[src/rtl/mod_counter_n.sv]
// rtl/mod_counter_n.sv - run-controlled modulo-(limit+1) up/down counter with wrap or one-shot mode
//
// Ports:
//   clk    - single clock, all state updates on the rising edge
//   rst    - synchronous, active-high reset
//   ena    - advance qualifier; the count moves only in cycles with ena=1
//   start  - begin or restart a run; samples limit, mode and dir
//   abort  - end the current run without completion (count forced to 0)
//   mode   - 0 = wrap (continuous), 1 = one-shot
//   dir    - 0 = count up (0 -> limit), 1 = count down (limit -> 0)
//   limit  - terminal value; a run spans limit+1 states
//   count  - current count (registered)
//   busy   - high while a run is active (registered)
//   done   - one-cycle pulse following each terminal event (registered)
//
// Priority of controls: rst > abort > start > ena.

module mod_counter_n #(
    parameter int WIDTH = 4
) (
    input  logic             clk,
    input  logic             rst,
    input  logic             ena,
    input  logic             start,
    input  logic             abort,
    input  logic             mode,
    input  logic             dir,
    input  logic [WIDTH-1:0] limit,
    output logic [WIDTH-1:0] count,
    output logic             busy,
    output logic             done
);

    typedef enum logic {
        S_IDLE = 1'b0,
        S_RUN  = 1'b1
    } state_t;

    state_t           state;

    // Run configuration captured at start; the live inputs are ignored
    // until the next start so a run always completes with the shape it began with.
    logic [WIDTH-1:0] lim_q;
    logic             mode_q;
    logic             dir_q;

    logic [WIDTH-1:0] load_val;   // start value for a run beginning this cycle
    logic [WIDTH-1:0] reload_val; // start value of the current (latched) run
    logic [WIDTH-1:0] step_val;   // count moved one step toward the terminal
    logic             at_term;    // count sits on the terminal value of the current run

    always_comb begin
        load_val   = dir ? limit : '0;
        reload_val = dir_q ? lim_q : '0;
        // Modulo 2^WIDTH arithmetic; it never actually wraps because the
        // terminal check stops the step before passing 0 or lim_q.
        step_val   = dir_q ? (count - WIDTH'(1)) : (count + WIDTH'(1));
        at_term    = dir_q ? (count == '0) : (count == lim_q);
    end

    always_ff @(posedge clk) begin
        if (rst) begin
            state  <= S_IDLE;
            count  <= '0;
            busy   <= 1'b0;
            done   <= 1'b0;
            lim_q  <= '0;
            mode_q <= 1'b0;
            dir_q  <= 1'b0;
        end else begin
            // done is a single-cycle pulse; only a terminal event below re-arms it.
            done <= 1'b0;
            case (state)
                S_IDLE: begin
                    // abort outranks start, so a simultaneous abort keeps us idle.
                    if (start && !abort) begin
                        lim_q  <= limit;
                        mode_q <= mode;
                        dir_q  <= dir;
                        count  <= load_val;
                        busy   <= 1'b1;
                        state  <= S_RUN;
                    end
                end
                S_RUN: begin
                    if (abort) begin
                        count <= '0;
                        busy  <= 1'b0;
                        state <= S_IDLE;
                    end else if (start) begin
                        // Restart regardless of ena; a restart is not a completion.
                        lim_q  <= limit;
                        mode_q <= mode;
                        dir_q  <= dir;
                        count  <= load_val;
                    end else if (ena) begin
                        if (at_term) begin
                            done <= 1'b1;
                            if (mode_q) begin
                                // One-shot: hold the terminal value and fall idle.
                                busy  <= 1'b0;
                                state <= S_IDLE;
                            end else begin
                                count <= reload_val;
                            end
                        end else begin
                            count <= step_val;
                        end
                    end
                end
                default: begin
                    state <= S_IDLE;
                    busy  <= 1'b0;
                end
            endcase
        end
    end

endmodule

[config.mk]
export PLATFORM = sky130hd
export DESIGN_NAME = mod_counter_n
export DESIGN_NICKNAME = d
export VERILOG_FILES = /design/src/rtl/mod_counter_n.sv
export SDC_FILE = /design/constraint.sdc
export NUM_CORES = 1
export LEC_CHECK = 0
export CAP_MARGIN = 20
export CELL_PAD_IN_SITES_DETAIL_PLACEMENT = 1
export CELL_PAD_IN_SITES_GLOBAL_PLACEMENT = 2
export CORE_UTILIZATION = 35
export CTS_CLUSTER_DIAMETER = 80
export DETAILED_ROUTE_END_ITERATION = 16
export DONT_BUFFER_PORTS = 1
export PLACE_DENSITY = 0.74
export SETUP_SLACK_MARGIN = 0.2
export SYNTH_ARGS = -nofsm -noshare
export SYNTH_HDL_FRONTEND = slang
export SYNTH_SLANG_ARGS = --single-unit
[constraint.sdc]
create_clock -name clk -period 2.5 [get_ports clk]
set_clock_uncertainty 0.1 [all_clocks]
set_input_delay 0.5 -clock clk [delete_from_list [all_inputs] [get_ports clk]]
set_output_delay 0.5 -clock clk [all_outputs]
set_load 0.02 [all_outputs]
==> results of run 1 <==
where the power goes:
group,leakage [nW],switching [mW],internal [mW],total [mW]
sequential,0.107,0.0211,0.218,0.239
clock,0.0150,0.0739,0.0618,0.136
combinational,0.248,0.0455,0.0388,0.0842
per-stage QoR:
| stage | instance area [µm²] | worst slack [ns] | total power, mW | util (%) |
|---|---|---|---|---|
| finish | 900 | 0.483 | 0.459 | 40.3 |
| floorplan | 833 | 0.583 | 0.313 | - |
| detailed placement | 871 | 0.320 | 0.329 | 39.0 |
| CTS | 897 | 0.303 | 0.466 | 40.2 |
| global placement | 871 | 0.365 | 0.328 | 39.0 |
| global route | 900 | 0.312 | 0.491 | 40.3 |
layout by cell type (no fill, tap or decap), types with 2 or more instances in the layout:
cell type  instances
xnor2_1            2
nand2b_1           2
nand2_1           15
buf_4              3
o21ai_0            2
mux2i_1            2
a21oi_1           10
nor3b_1            2
a211oi_1           5
nor2_1             2
ha_1               2
a21o_1             2
nor4_2             2
clkbuf_4           3
dfxtp_1           11
inv_2              2
dfxtp_2            2
inv_1              5
xor2_1             5
Yosys cell counts (all sizes together), types with 2 or more instances:
master and n:
nand2 15, dfxtp 13, a21oi 10, inv 7
a211oi 5, xor2 5, buf 3, nor3b 3
a21o 2, a22o 2, ha 2, mux2i 2
nand2b 2, nor2 2, nor4 2, o21ai 2
xnor2 2
per-layer routing:
layer | GRT usage, % | part of all wire [%] | wire length (µm) | up-vias
met5 | 0 | 0 | 0 | -
met4 | 5.56 | 0.69 | 14 | 0
met3 | 4.24 | 4.2 | 85 | 2
met2 | 28.7 | 44 | 903 | 14
met1 | 25.3 | 51 | 1030 | 332
li1 | - | - | - | 354
logic make-up after synthesis:
logic type | Yosys count
AOI/OAI and AO/OA | 30
adders and majority gates | 3
and+or+nand+nor | 29
buffers and inverters | 10
DFF | 13
xor gates and xnor gates | 7
muxes | 3
state kept, by name (all words and copies together), names as in the netlist:
name and flops:
dir_q 1, busy 1, done 1, mode_q 1
lim_q 4, state 1, count 4
how the worst min path moves through the flow:
stage | startpoint | slack, ns | cells after the start | to
global placement | lim_q[0] | 0.37 | 2 | lim_q[0]
CTS | rst | 0.17 | 1 | count[3]
floorplan | mode_q | 0.34 | 2 | mode_q
detailed placement | mode_q | 0.37 | 2 | mode_q
finish | rst | 0.18 | 1 | lim_q[0]
global route | rst | 0.16 | 1 | count[3]
worst register-to-register path: cells and delay by family, from the launching register on:
kind               cells  cell delay, ns
muxes                  1            0.34
AOI/OAI and AO/OA      2            0.44
DFF                    1            0.48
and+or+nand+nor        1            0.56
cell type report:
class | instances | area [µm²] | share of cell area [%]
clock buffers | 4 | 26.3 | 2.92
inverters | 7 | 26.3 | 2.92
multi-input cells | 72 | 527 | 58.6
flip-flops and latches | 13 | 263 | 29.2
well taps | 28 | 35.0 | 3.89
repair buffers | 3 | 22.5 | 2.50
repair_timing:
| action | CTS | global route |
|---|---|---|
| setup endpoints to repair | 0 | 1 |
| buffers inserted | 0 | 0 |
| gates resized for setup | 0 | 2 |
==> metrics.txt, run 1 <==
cts hold-fix bufs=0; FF-to-FF setup slack=0.48 ns; Worst VDD drop=0.217 mV; Antenna diodes=0; clk_lat worst skew=0.27 ns; RSZ-0062 raised after global routing=false; crit-path max FO=8; Post-synth EDFFs=0; die area=2580 µm²; slowest stage delay, CP=0.55 ns; HP Class=in -> reg; min Tclk post-route=2.02 ns; global-route wire length before repair=3.44 mm; clk sinks=13; PortBufs=0; vias=702; Max Cap Viol=0; Critical Path End=count[0]; dominant cells by area after synthesis=dfxtp_1, nand2_1, a21oi_1; DIE WIDTH=50.8 µm; drt first pass iters=5; Arr. time, crit path=2.08 ns; worst reg2reg startpoint=count[0]; Post-synth top flop=dfxtp_1; ys async rst share=0%; post-synthesis sequential area ratio=31.2%; Yosys warning total=0; top-area cell type share of the netlist area=31.2%; CTS tree=yes; post-DP HPWL=1.58 mm; critical path depth=4; Max Fclk=496 MHz; CTS root buf=clkbuf_4; hold slack=0.179 ns; multiplexer area fraction after synthesis=3.75%; Final TNS setup=0 ns; net count after synthesis=109; Netlist Area Pre-Place=833 µm²; Final Hold Viols=0; Slew @ Worst Pin=0.567 ns; Starting Density=37.3%; critical-path cell list=nor4_2 -> a21o_1 -> a22o_4 -> mux2_1; Yosys reg bits=13; relative max-transition margin=61.7%; Filler cells=278; Largest delay share family, worst path=simple AND/OR/NAND/NOR gates; CP required=2.56 ns; CTS buffer count=3; kind of critical path=reg -> reg; simple-gate share of the synthesized area=19.8%; Buf/Inv on CP=0; Tcrit/Tclk final=80.7%; Final GP Congestion=0.829; Critical Path Start Type=flop; Avg Cell Area, Syn=8.77 µm²; Clock Path Buffers=2; share of layout cells above drive strength 1=16.2%; GRT overflow=0; CTS clk-pin slew, worst paths=0.09 ns; area delta synth->final=7.96%; vias in the first global route=736; synthesized instance count=95; Worst path slowest cell=nor4_2; largest net degree at the start of global routing=13; RR Endpoint=count[0]; count of pins over their slew limit=0; Final #Nets=114; R2R cell count=4; Synth cell types=37; CP Capture Type=flop; antenna violations before repair=0; PD cells=510 nW/µm²; Post-Place Cells=123; total global-route track usage=18.5%; xor-xnor portion of the synthesized cell area=7.36%; core area=2230 µm²; row cnt=17; Final setup viols=0; DRC errors left=0; drt total wl=2.04 mm; area leader, netlist=dfxtp_1; DR WL/cell=16.0 µm; Compound-Gate Fraction of Synth Area=26.9%; Post-Layout Cell Count=127; H-tree depth=1; largest family of logic cells by synthesized area=compound AO/OA/AOI/OAI gates; First DRT Iteration DRCs=15; status=finished, final reports clean; antenna-violating nets left=0; Crit. Startpoint=count[0]; Vias/cell=5.53; chip height=50.8 µm; Post-Synth Adder-Cell Area=5.41%; io pins=17; Leak=0.370 nW
(Power assumes the default switching activity.)
==> inputs of run 2 (changes only) <==
- CORE_UTILIZATION: 35 -> 32
- PLACE_DENSITY: 0.74 -> 0.71
- clock period: 2.5 -> 1.7 ns (I/O delays scaled with it)
==> run 2 against run 1 <==
  * The run now ends with setup timing left
  * Non-clock buffer count increased by 23
  * Fmax increased by 13%
  * Sequential share of layout area decreased by 6.6 points
  * Final area increased by 39%
  * Critical path depth increased by 1
  * Critical endpoint unchanged
  * Largest cell class unchanged
  * Largest power group unchanged
==> metrics.txt, run 2 (same netlist as run 1, synthesis figures left out) <==
status=complete, but fails checks; failing checks=setup timing; post-DP HPWL=1.93 mm (+22%); row cnt=18 (+1); hold-critical path depth=1 (unchanged); setup ws final=-0.0919 ns (-0.575 ns); CTS tree=yes; Final #Nets=137 (+20%); antenna violations before repair=0 (unchanged); Arr. time, crit path=1.88 ns (-0.20 ns); Filler cells=293 (+5.4%); GRT overflow=0 (unchanged); Max Cap Viol=0 (unchanged); worst reg2reg startpoint=lim_q[3]; Final Hold Viols=0 (unchanged); area delta synth->final=49.9%; CTS clk-pin slew, worst paths=0.09 ns (about the same); RR Endpoint=count[0]; CTS buffer count=3 (unchanged); area of the multi-input gates=653 µm² (+24%); vias in the first global route=928 (+26%); FF/Latch Area=283 µm² (+7.6%); Final GP Congestion=0.840 (+1.3%); pre-CTS setup slack=-0.111 ns (-0.431 ns); biggest regs=count x4, lim_q x4; most frequent cells in the layout=buf_4, nand2_1, a21oi_1; min Tclk post-route=1.79 ns (-0.225 ns); clk sinks=13 (unchanged); Final TNS setup=-0.209 ns (-0.209 ns); H-tree depth=1 (unchanged); Final setup viols=5 (+5); io pins=17 (unchanged); critical-path cell list=xor2_2 -> nor4_2 -> a21o_1 -> a22o_4 -> mux2_4; DRC errors left=0 (unchanged); First DRT Iteration DRCs=9 (-6); Antenna diodes=0 (unchanged); Leak=0.509 nW (+38%); Slew @ Worst Pin=0.378 ns (-0.189 ns); antenna-violating nets left=0 (unchanged); global-route wire length before repair=4.58 mm (+33%); most common cell after layout, fill and taps aside=buf_4; Worst VDD drop=0.367 mV (+69%); drt total wl=2.87 mm (+41%); R2R cell count=5 (+1); RSZ-0062 raised after global routing=true; DIE WIDTH=53.0 µm (+4.4%); Starting Density=33.6% (-3.7 points); die area=2810 µm² (+9.0%); FF-to-FF setup slack=-0.09 ns (-0.57 ns); Clock Path Buffers=2 (unchanged); DR WL/cell=18.8 µm (+18%); Crit. Startpoint=lim_q[3]; Critical Path End=count[0]; CTS root buf=clkbuf_4; crit-path max FO=4 (-4); Critical Path Start Type=flop; drt first pass iters=3 (-2); vias=831 (+18%); Vias/cell=5.47 (-1.1%); share of layout cells above drive strength 1=49.2% (+33 points); CP required=1.79 ns (-0.77 ns); PortBufs=0 (unchanged); kind of critical path=reg -> reg; Worst path slowest cell=dfxtp_2; CP Capture Type=flop; HP Class=in -> reg; Tcrit/Tclk final=105% (+25 points); slowest stage delay, CP=0.35 ns (-0.20 ns); largest net degree at the start of global routing=13 (unchanged); PD cells=651 nW/µm² (+28%); count of pins over their slew limit=0 (unchanged); chip height=53.0 µm (+4.4%); clk_lat worst skew=0.29 ns (+0.02 ns); total global-route track usage=23.9% (+5.3 points); core area=2480 µm² (+11%); relative max-transition margin=74.8% (+13 points); Design Power=813 µW (+77%); Max Fclk=558 MHz (+13%)
-- run 2: changes by cell type in the layout (fill, tap and decap cells not counted), moves of 4 or more --
cell / before / now
xor2_1: 5 / 1
dfxtp_4: 0 / 5
buf_4: 3 / 20
xor2_2: 0 / 4
dfxtp_1: 11 / 5
-- run 2: routing by layer --
metal | vias up | track usage, % | routed length, µm
li1 | 398 | - | -
met3 | 5 | 4.02 | 81
met5 | - | 0 | 0
met1 | 411 | 28.2 | 1270
met2 | 17 | 42.0 | 1490
met4 | 0 | 9.65 | 31
-- run 2: worst min path at each step --
stage,start,end,slack (ns)
2_1_floorplan,mode_q,mode_q,0.34
3_3_place_gp,rst,dir_q,0.31
3_5_place_dp,rst,dir_q,0.31
4_1_cts,rst,busy,0.000006
5_1_grt,rst,state,-0.0001
6_report,rst,state,0.01
-- run 2: what timing repair did --
action                                 in CTS  in global routing
gates resized for setup                    15                  8
endpoints found under the hold margin       1                  6
buffers inserted                            1                  1
hold buffers                                1                  2
setup endpoints to repair                   6                  7
pin swaps                                  11                 11
-- run 2: layout make-up --
cell class	instances	area share [%]
repair buffers	26	17.8
clock buffers	4	2.10
well taps	30	3.01
flip-flops and latches	13	22.6
multi-input cells	72	52.3
inverters	7	2.10
-- run 2: stage by stage --
| stage | hold WS [ns] | area [µm²] | utilization [%] | instances |
|---|---|---|---|---|
| global route | -0.000139 | 1250 | 50.4 | 152 |
| global placement | 0.305 | 1050 | 42.3 | 143 |
| finish | 0.0142 | 1250 | 50.4 | 152 |
| floorplan | 0.345 | 860 | - | 95 |
| CTS | 0.00000638 | 1180 | 47.7 | 149 |
| detailed placement | 0.310 | 1050 | 42.3 | 143 |
-- run 2: worst max-delay path: cells and delay by family, from the launching register on --
| kind | cells | cell delay, ns |
|---|---|---|
| AO/OA/AOI/OAI | 2 | 0.45 |
| flip-flops | 1 | 0.35 |
| AND/OR/NAND/NOR | 1 | 0.32 |
| multiplexers | 1 | 0.30 |
| XOR/XNOR | 1 | 0.17 |
-- run 2: report_power, final --
group / internal, mW / switching [mW]
clock network: 0.0913 / 0.122
registers: 0.318 / 0.0252
logic: 0.136 / 0.120
==> inputs of run 3 (changes only) <==
- CORE_ASPECT_RATIO: default -> 0.7
==> run 3 against run 2 <==
  * The run still ends with setup timing left
  * Fmax grew 3.6%
  * Sequential power about the same
  * Non-clock buffer count shrank 4
  * Worst hold slack improved by 0.026 ns
  * Via count decreased by 3.6%
  * Die area rose by 0.11%
  * Routed wire length fell by 7.9%
  * Final cell count unchanged
  * Clock power increased by 36%
  * Final area decreased by 5.3%
  * Total power grew 5.5%
  * Count of clock-buffer cells in the layout down 1
==> metrics.txt, run 3 (same netlist as run 1, synthesis figures left out) <==
status=complete, but fails checks; failing checks=setup timing; Filler cells=278 (-5.1%); vias=801 (-3.6%); Tcrit/Tclk final=102% (-3.6 points); count of pins over their slew limit=0 (unchanged); core area=2460 µm² (-0.76%); FF-to-FF setup slack=-0.03 ns (+0.06 ns); crit-path max FO=7 (+3); Starting Density=33.9% (+0.26 points); post-DP HPWL=1.92 mm (-0.83%); Antenna diodes=0 (unchanged); FF/Latch Area=283 µm² (unchanged); Critical Path Start Type=flop; CP Capture Type=flop; Post-Layout Cell Count=152 (unchanged); PortBufs=0 (unchanged); RSZ-0062 raised after global routing=true; Leak=0.499 nW (-2.0%); drt total wl=2.64 mm (-7.9%); io pins=17 (unchanged); CTS clk-pin slew, worst paths=0.06 ns (-0.03 ns); Max Cap Viol=0 (unchanged); HP Class=in -> reg; CTS tree=yes; CTS root buf=clkbuf_8; biggest regs=count x4, lim_q x4; total global-route track usage=19.9% (-4.0 points); row cnt=15 (-3); Final GP Congestion=0.847 (+0.85%); clk sinks=13 (unchanged); kind of critical path=reg -> reg; First DRT Iteration DRCs=14 (+5); relative max-transition margin=70.3% (-4.5 points); Vias/cell=5.27 (-3.6%); Post-Place Cells=145 (+1.4%); pre-CTS setup slack=-0.116 ns (-0.00544 ns); H-tree depth=1 (unchanged); utilization after layout=48.1% (-2.3 points); setup ws final=-0.0300 ns (+0.0619 ns); Arr. time, crit path=1.77 ns (-0.11 ns); clk_lat worst skew=0.25 ns (-0.04 ns); Final #Nets=133 (-2.9%); most frequent cells in the layout=buf_4, nand2_1, a21oi_1; Worst VDD drop=0.529 mV (+44%); Final setup viols=2 (-3); area delta synth->final=41.9%; largest net degree at the start of global routing=13 (unchanged); PD cells=725 nW/µm² (+11%); DIE WIDTH=63.0 µm (+19%); CTS buffer count=3 (unchanged); vias in the first global route=845 (-8.9%); antenna-violating nets left=0 (unchanged); GRT overflow=0 (unchanged); Final TNS setup=-0.0463 ns (+0.162 ns); die area=2820 µm² (+0.11%); Slew @ Worst Pin=0.443 ns (+0.0649 ns); share of layout cells above drive strength 1=44.9% (-4.3 points); CP required=1.74 ns (-0.05 ns); min Tclk post-route=1.73 ns (-0.0619 ns); global-route wire length before repair=4.13 mm (-9.9%); cts hold-fix bufs=0 (-1); DRC errors left=0 (unchanged); DR WL/cell=17.4 µm (-7.9%); drt first pass iters=4 (+1); antenna violations before repair=0 (unchanged); most common cell after layout, fill and taps aside=buf_4; chip height=44.7 µm (-16%); hold slack=0.0406 ns (+0.0264 ns); Final Hold Viols=0 (unchanged); area of the multi-input gates=619 µm² (-5.2%); Max Fclk=578 MHz (+3.6%); Clock Path Buffers=2 (unchanged)
==> run 3: worst max-delay path, cell delays in order (launching register included) <==
cell       delay [ns]
dfxtp_4          0.38
ha_1             0.30
a21o_1           0.19
a21oi_2          0.16
xnor2_2          0.14
a211oi_2         0.12
a2111oi_4        0.23
==> run 3: final timing paths <==
path	startpoint	endpoint	depth (start not counted)
hold / removal	rst	lim_q[1]	1
setup reg to reg	count[1]	count[3]	6
setup / recovery	count[1]	count[3]	6
hold reg to reg	mode_q	mode_q	2
==> run 3: power by group <==
part	internal [mW]	leakage, nW	switching, mW
logic	0.117	0.362	0.110
registers	0.318	0.111	0.0237
clock network	0.163	0.0255	0.126
==> run 3: repair_timing <==
| item | CTS | global route |
|---|---|---|
| pin swaps | 8 | 6 |
| buffers inserted | 3 | 0 |
| gates resized for setup | 8 | 7 |
| setup endpoints to repair | 6 | 6 |
==> run 3: stage by stage <==
step	power, mW	area (µm²)
2_1_floorplan	0.462	860
3_3_place_gp	0.526	1020
3_5_place_dp	0.531	1020
4_1_cts	0.846	1140
5_1_grt	0.906	1180
6_report	0.858	1180
==> run 3: cell type report <==
| class | instances | share of cell area (%) |
|---|---|---|
| multi-input combinational | 72 | 52.4 |
| sequential | 13 | 23.9 |
| timing repair buffer | 22 | 14.0 |
| tap | 34 | 3.60 |
| clock buffer | 3 | 3.49 |
| inverter | 7 | 2.22 |
| clock inverter | 1 | 0.423 |
==> run 3: routing by layer <==
| metal | vias up | wire [µm] | part of all wire [%] | GRT usage (%) |
|---|---|---|---|---|
| li1 | 389 | - | - | - |
| met4 | 0 | 24 | 0.91 | 5.58 |
| met5 | - | 0 | 0 | 0 |
| met1 | 395 | 1290 | 49 | 26.2 |
| met2 | 12 | 1230 | 47 | 32.3 |
| met3 | 5 | 96 | 3.6 | 5.56 |
